==> config.mk <==
export PLATFORM = sky130hd
export DESIGN_NAME = muldiv_unit_flat
export DESIGN_NICKNAME = d
export VERILOG_FILES = /design/src/rtl/muldiv_unit_if.sv /design/src/rtl/muldiv_unit.sv /design/src/flat_wrapper.sv
export SDC_FILE = /design/constraint.sdc
export NUM_CORES = 1
export LEC_CHECK = 0
export BUFFER_PORTS_ARGS = -buffer_cell sky130_fd_sc_hd__buf_2
export CELL_PAD_IN_SITES_DETAIL_PLACEMENT = 2
export CELL_PAD_IN_SITES_GLOBAL_PLACEMENT = 2
export CORE_ASPECT_RATIO = 0.8
export CORE_MARGIN = 3
export CORE_UTILIZATION = 31
export CTS_BUF_LIST = sky130_fd_sc_hd__clkbuf_8 sky130_fd_sc_hd__clkbuf_16
export DETAILED_ROUTE_END_ITERATION = 8
export PLACE_DENSITY_LB_ADDON = 0.08
export SETUP_SLACK_MARGIN = 0.15
export SYNTH_ARGS = -nofsm -noshare
export SYNTH_HDL_FRONTEND = slang
export SYNTH_SLANG_ARGS = --single-unit
==> constraint.sdc <==
create_clock -name clock -period 4.6 [get_ports clock]
set_input_delay 1.15 -clock clock [delete_from_list [all_inputs] [get_ports clock]]
set_output_delay 1.15 -clock clock [all_outputs]
set_load 0.05 [all_outputs]
==> src/rtl/muldiv_unit_if.sv <==
// Request/response bundle between the core and the iterative multiply/divide unit.
// Handshake: the core raises start with funct3/Data1/Data2; the unit accepts it only
// in a cycle where busy is low. busy then stays high until the done cycle
// (inclusive). done is a one-cycle pulse and result/illegal are valid with it.
// result and illegal keep their values until the next accepted request.
// dbg_state mirrors the unit's FSM state so checkers can observe it.
interface muldiv_unit_if #(
    parameter int XLEN = 32
);
    logic            start;
    logic [2:0]      funct3;
    logic [XLEN-1:0] Data1;
    logic [XLEN-1:0] Data2;
    logic            busy;
    logic            done;
    logic [XLEN-1:0] result;
    logic            illegal;
    logic [1:0]      dbg_state;

    modport master (
        output start, funct3, Data1, Data2,
        input  busy, done, result, illegal, dbg_state
    );

    modport slave (
        input  start, funct3, Data1, Data2,
        output busy, done, result, illegal, dbg_state
    );
endinterface

==> src/rtl/muldiv_unit.sv <==
// Iterative RV32M multiply/divide unit: one shift-add or restoring-divide step per clock.
// Signed ops work on operand magnitudes; the sign is applied when the result is written.
// Build option: define MULDIV_DIV_EN to include the divider datapath and the
// divide special cases. Without it, divide ops finish right away with result 0 and illegal=1.
module muldiv_unit #(
    parameter int XLEN = 32
) (
    input  logic          clock,
    input  logic          reset,
    muldiv_unit_if.slave  bus
);
    localparam int CW = $clog2(XLEN) + 1;

    typedef enum logic [1:0] {
        S_IDLE = 2'd0,
        S_CALC = 2'd1,
        S_DONE = 2'd2
    } state_t;

    state_t          state_q, state_d;
    logic [CW-1:0]   cnt_q, cnt_d;
    logic [2:0]      op_q, op_d;
    logic            neg_q, neg_d;
    logic [XLEN-1:0] hi_q, hi_d;       // product high half / partial remainder
    logic [XLEN-1:0] lo_q, lo_d;       // multiplier bits / dividend-then-quotient
    logic [XLEN-1:0] opb_q, opb_d;     // multiplicand or divisor magnitude
    logic [XLEN-1:0] result_q, result_d;
    logic            illegal_q, illegal_d;

    logic            sign_a, sign_b, special;
    logic [XLEN-1:0] mag_a, mag_b, spec_res;
    logic [XLEN:0]   mul_sum;
    logic [XLEN-1:0] mul_hi_n, mul_lo_n, mul_res, div_res, final_res;
    logic [2*XLEN-1:0] prod, prod_s;
`ifdef MULDIV_DIV_EN
    logic [XLEN:0]   div_shift, div_diff;
    logic [XLEN-1:0] div_hi_n, div_lo_n, rem_s, quo_s;
    logic            div_zero, div_ovf;
`endif

    // Operand decode at accept time: signedness, magnitudes and divide special cases.
    always_comb begin
        sign_a = bus.Data1[XLEN-1] & ((bus.funct3 == 3'b001) || (bus.funct3 == 3'b010) ||
                                      (bus.funct3 == 3'b100) || (bus.funct3 == 3'b110));
        sign_b = bus.Data2[XLEN-1] & ((bus.funct3 == 3'b001) || (bus.funct3 == 3'b100) ||
                                      (bus.funct3 == 3'b110));
        mag_a  = sign_a ? (~bus.Data1 + 1'b1) : bus.Data1;
        mag_b  = sign_b ? (~bus.Data2 + 1'b1) : bus.Data2;
`ifdef MULDIV_DIV_EN
        div_zero = (bus.Data2 == '0);
        div_ovf  = !bus.funct3[0] && (bus.Data1 == {1'b1, {(XLEN-1){1'b0}}}) && (&bus.Data2);
        special  = bus.funct3[2] && (div_zero || div_ovf);
        if (div_zero)
            spec_res = bus.funct3[1] ? bus.Data1 : '1;
        else
            spec_res = bus.funct3[1] ? '0 : bus.Data1;
`else
        special  = bus.funct3[2];
        spec_res = '0;
`endif
    end

    // One iteration step for each datapath plus the signed final result.
    always_comb begin
        mul_sum  = {1'b0, hi_q} + (lo_q[0] ? {1'b0, opb_q} : '0);
        mul_hi_n = mul_sum[XLEN:1];
        mul_lo_n = {mul_sum[0], lo_q[XLEN-1:1]};
        prod     = {mul_hi_n, mul_lo_n};
        prod_s   = neg_q ? (~prod + 1'b1) : prod;
        mul_res  = (op_q[1:0] == 2'b00) ? prod_s[XLEN-1:0] : prod_s[2*XLEN-1:XLEN];
`ifdef MULDIV_DIV_EN
        div_shift = {hi_q, lo_q[XLEN-1]};
        div_diff  = div_shift - {1'b0, opb_q};
        if (!div_diff[XLEN]) begin
            div_hi_n = div_diff[XLEN-1:0];
            div_lo_n = {lo_q[XLEN-2:0], 1'b1};
        end else begin
            div_hi_n = div_shift[XLEN-1:0];
            div_lo_n = {lo_q[XLEN-2:0], 1'b0};
        end
        rem_s   = neg_q ? (~div_hi_n + 1'b1) : div_hi_n;
        quo_s   = neg_q ? (~div_lo_n + 1'b1) : div_lo_n;
        div_res = op_q[1] ? rem_s : quo_s;
`else
        div_res = '0;
`endif
        final_res = op_q[2] ? div_res : mul_res;
    end

    // Next-state logic: accept, iterate XLEN steps, publish result, return to idle.
    always_comb begin
        state_d   = state_q;
        cnt_d     = cnt_q;
        op_d      = op_q;
        neg_d     = neg_q;
        hi_d      = hi_q;
        lo_d      = lo_q;
        opb_d     = opb_q;
        result_d  = result_q;
        illegal_d = illegal_q;
        case (state_q)
            S_IDLE: begin
                if (bus.start) begin
                    op_d      = bus.funct3;
                    illegal_d = 1'b0;
                    cnt_d     = '0;
                    // Remainder takes the dividend sign; everything else the xor of signs.
                    neg_d     = (bus.funct3[2] && bus.funct3[1]) ? sign_a : (sign_a ^ sign_b);
                    if (special) begin
                        state_d  = S_DONE;
                        result_d = spec_res;
`ifndef MULDIV_DIV_EN
                        illegal_d = 1'b1;
`endif
                    end else begin
                        state_d = S_CALC;
                        hi_d    = '0;
                        lo_d    = mag_a;
                        opb_d   = mag_b;
                    end
                end
            end
            S_CALC: begin
                cnt_d = cnt_q + 1'b1;
`ifdef MULDIV_DIV_EN
                if (op_q[2]) begin
                    hi_d = div_hi_n;
                    lo_d = div_lo_n;
                end else begin
                    hi_d = mul_hi_n;
                    lo_d = mul_lo_n;
                end
`else
                hi_d = mul_hi_n;
                lo_d = mul_lo_n;
`endif
                if (cnt_q == CW'(XLEN-1)) begin
                    state_d  = S_DONE;
                    result_d = final_res;
                end
            end
            S_DONE:  state_d = S_IDLE;
            default: state_d = S_IDLE;
        endcase
    end

    // State registers with synchronous reset; reset mid-operation aborts silently.
    always_ff @(posedge clock) begin
        if (reset) begin
            state_q   <= S_IDLE;
            cnt_q     <= '0;
            op_q      <= '0;
            neg_q     <= 1'b0;
            hi_q      <= '0;
            lo_q      <= '0;
            opb_q     <= '0;
            result_q  <= '0;
            illegal_q <= 1'b0;
        end else begin
            state_q   <= state_d;
            cnt_q     <= cnt_d;
            op_q      <= op_d;
            neg_q     <= neg_d;
            hi_q      <= hi_d;
            lo_q      <= lo_d;
            opb_q     <= opb_d;
            result_q  <= result_d;
            illegal_q <= illegal_d;
        end
    end

    assign bus.busy      = (state_q != S_IDLE);
    assign bus.done      = (state_q == S_DONE);
    assign bus.result    = result_q;
    assign bus.illegal   = illegal_q;
    assign bus.dbg_state = state_q;

endmodule
==> src/flat_wrapper.sv <==
// flat-port wrapper written by rule: the top's interface ports become plain ports
module muldiv_unit_flat 
#(
    parameter int XLEN = 32
)
  (clock, reset, bus_start, bus_funct3, bus_Data1, bus_Data2, bus_busy, bus_done, bus_result, bus_illegal, bus_dbg_state);
  muldiv_unit_if #(.XLEN(XLEN)) bus_i ();
  input  logic clock;
  input  logic reset;
  input wire logic [$bits(bus_i.start)-1:0] bus_start;
  input wire logic [$bits(bus_i.funct3)-1:0] bus_funct3;
  input wire logic [$bits(bus_i.Data1)-1:0] bus_Data1;
  input wire logic [$bits(bus_i.Data2)-1:0] bus_Data2;
  output wire logic [$bits(bus_i.busy)-1:0] bus_busy;
  output wire logic [$bits(bus_i.done)-1:0] bus_done;
  output wire logic [$bits(bus_i.result)-1:0] bus_result;
  output wire logic [$bits(bus_i.illegal)-1:0] bus_illegal;
  output wire logic [$bits(bus_i.dbg_state)-1:0] bus_dbg_state;
  assign bus_i.start = bus_start;
  assign bus_i.funct3 = bus_funct3;
  assign bus_i.Data1 = bus_Data1;
  assign bus_i.Data2 = bus_Data2;
  assign bus_busy = bus_i.busy;
  assign bus_done = bus_i.done;
  assign bus_result = bus_i.result;
  assign bus_illegal = bus_i.illegal;
  assign bus_dbg_state = bus_i.dbg_state;
  muldiv_unit #(.XLEN(XLEN)) u_core (.clock(clock), .reset(reset), .bus(bus_i));
endmodule
==> flow_metrics.tcl <==
set metrics [dict create \
    status "completed" \
    grt_first_pass_wirelength_um 71000 \
    leakage_nw 4.81 \
    cts_inserted_buffers 17 \
    whs_path_depth 2 \
    n_antenna_cell 0 \
    post_dp_cell_area_um2 11900 \
    gp_congestion 0.860 \
    cts_buffer_depth 2 \
    hpwl_um 35300 \
    io-pin-count 107 \
    synth_edf_count 0 \
    layout.nets 1663 \
    ys.flop_type "dfxtp_1" \
    ir_worst_vdd_uv 239 \
    async_reset_ff_share_pct 0 \
    grt.total_usage_pct 24.9 \
    grt_pass1_vias 11700 \
    cts_tree "done" \
    synth_common_cells "nand2_1, a21oi_1, dfxtp_1, nor2_1, clkbuf_1" \
    syn_inst 1466 \
    stdcell_area_um2 12800 \
    syn_area_um2 10700 \
    start_util_pct 31.6 \
    cp.buffers_inverters 1 \
    cp_max_fo 5 \
    synthesis.nets 1573 \
    insertion_delay_ps 440 \
    period_needed_ps 4320 \
    setup_ws_ps 284 \
    synth_most_common_cell "nand2_1" \
    syn-mean-instance-area_um2 7.31 \
    htreeDepth 4 \
    instances_no_fill 2034 \
    drt-pass1-iter-count 5 \
    ant_nets 0 \
    pre_cts_slack_ps 128 \
    worstPathArrival_ps 4640 \
    area_growth_pct 19.6 \
    fp-row-count 60 \
    vias_per_cell 5.68 \
    crit_chain "and2_1 -> ha_1 -> fa_2 -> a211oi_2 -> buf_4 -> o211ai_1 -> a21oi_2 -> xor2_1 -> o211ai_1 -> or4_4 -> or4_4 -> o41ai_4 -> xnor2_1 -> a221o_1" \
    clkSlewWorstSetupHoldPaths_ps 70 \
    drt_wl_total_um 46200 \
    r2r_slack_ps 280 \
    vias 11600 \
    finalClockSkew_ps 14.2 \
    finalPower_mw 3.65 \
    ctsHoldBuffers 0 \
    cts_root_buf "clkbuf_16" \
    gr-total-overflow 0 \
    rsz0062_at_grt "false" \
    num-fill-cells 3954 \
    reg2reg_depth 14 \
    drive_gt1_share_pct 17.3 \
    setup_tns_ps 0 \
    ys_seq_area_share_pct 26.2 \
    slowest_stage "or4_4" \
    die-area_um2 36800 \
    max_clock_freq_mhz 232 \
    hold_start "u_core.bus.result[25]" \
    cap_violations 0 \
    r2r_end "u_core.bus.result[31]" \
    synth_seq_cells 140 \
    clock-sinks 140 \
    dr.first_iter.drc_count 810 \
    hold_viol_final 0 \
    startpoint_type "flop" \
    core_um2 33900 \
    cp_top_family "compound AO/OA/AOI/OAI gates" \
    worstReg2RegStart "u_core.lo_q[0]" \
    slew_headroom_pct 37.9 \
    powerDensity_nw_per_um2 285 \
    crit_required_ps 4930 \
    tightest_slew_ps 925 \
    routedWlPerCell_um 22.7 \
    slew_viol_final 0 \
    slowest_delay_ps 500 \
    min-delay-path-class "reg -> reg" \
    numPortBuffers 106 \
    yosysWarningCount 0 \
    holdPathEnd "u_core.bus.result[25]" \
    yosys.area.top_type_share_pct 26.2 \
    endpoint_kind "flop" \
    synth.distinct_cells 84 \
    antenna_found_initial 0 \
    post-route-period-util_pct 93.8 \
    drc 0 \
    die_width_um 214 \
    grt_max_degree 90 \
    dieHeight_um 172 \
    yosys-top-cells-area "dfxtp_1, a21oi_1, nand2_1" \
    crit_type "reg -> reg" \
    placedCellCount 1996 \
    setup_violations 0 \
    yosysTopAreaCell "dfxtp_1" \
]
-- metal layers --
metal	up-vias	track usage, %	wire length (µm)
met3	36	2.58	1390
met5	-	0	0
met4	0	5.31	675
met1	5805	38.4	24500
met2	192	37.1	19600
li1	5524	-	-
-- sequential cells by signal, indices dropped and copies added, names as in the netlist --
register,cells
u_core.bus.dbg_state,2
u_core.bus.result,32
u_core.cnt_q,6
u_core.hi_q,32
u_core.lo_q,32
u_core.neg_q,1
u_core.op_q,3
u_core.opb_q,32
-- where the power goes --
part,switching (mW),leakage (nW),internal (mW)
Combinational,0.546,3.37,0.284
Clock,0.642,0.302,0.865
Sequential,0.0578,1.14,1.26
-- what timing repair did --
action	4_1_cts	5_1_grt
gates resized for setup	5	39
setup buffers	1	5
setup endpoints to repair	7	13
pin swaps	1	8
-- layout by cell type (no fill, tap or decap), types with 7 or more instances in the layout --
master,instances
nand2_1,187
or2_2,8
inv_1,27
nor2_1,113
a21o_1,11
and2_1,39
or3_1,26
nand4_1,11
buf_4,68
o21a_1,10
buf_2,105
ha_1,30
or4_1,10
nor4_1,12
xor2_1,50
a31oi_1,13
a22oi_1,32
o21ai_0,64
a211oi_1,35
dfxtp_1,138
o211ai_1,17
nand2b_1,8
nand3_1,55
a21oi_1,165
xnor2_1,64
and4_1,7
and3_1,8
nor3_1,33
o41ai_1,10
o31ai_1,21
o21ai_1,17
clkbuf_16,17
-- layout make-up --
| type | instances | area (µm²) | share of cell area [%] |
|---|---|---|---|
| Clock buffer | 17 | 425 | 3.32 |
| Clock inverter | 15 | 188 | 1.46 |
| Inverter | 27 | 101 | 0.791 |
| Multi-Input combinational cell | 1195 | 7640 | 59.6 |
| Sequential cell | 140 | 2810 | 21.9 |
| Tap cell | 465 | 582 | 4.54 |
| Timing Repair Buffer | 175 | 1080 | 8.40 |
-- worst register-to-register path, delay by kind of cell (launching register included) --
family / cells / cell delay (ps)
AO/OA/AOI/OAI: 6 / 1580
flip-flops: 1 / 340
buffers and inverters: 1 / 170
adder cells (fa/ha/maj): 2 / 610
AND/OR/NAND/NOR: 3 / 1180
XOR/XNOR: 2 / 340
-- how the worst max path moves through the flow --
| stage | startpoint | endpoint | cells past startpoint |
|---|---|---|---|
| after floorplan | u_core.lo_q[0] | u_core.bus.result[31] | 15 |
| after global placement | u_core.lo_q[0] | u_core.bus.result[31] | 14 |
| after CTS | u_core.lo_q[0] | u_core.bus.result[24] | 14 |
| after global routing | u_core.lo_q[0] | u_core.bus.result[31] | 14 |
| final | u_core.lo_q[0] | u_core.bus.result[31] | 14 |
| after detailed placement | u_core.lo_q[0] | u_core.bus.result[24] | 13 |
-- logic make-up (layout without fill, tap and decap cells) --
family	after synthesis	count (layout)	synth area share, %
buffers and inverters	131	234	4.74
muxes	9	9	0.993
xor gates and xnor gates	115	115	9.40
AOI/OAI and AO/OA	472	472	28.2
DFF	140	140	26.2
adders and majority gates	37	37	4.39
and+or+nand+nor	562	562	26.1
-- metrics by stage --
stage	utilization, %	hold WS, ps
after CTS	37.2	450
final	37.9	439
after detailed placement	35.3	440
after global placement	35.3	425
after floorplan	-	427
after global routing	37.9	461
No activity file was read; power rests on OpenSTA's default activity.
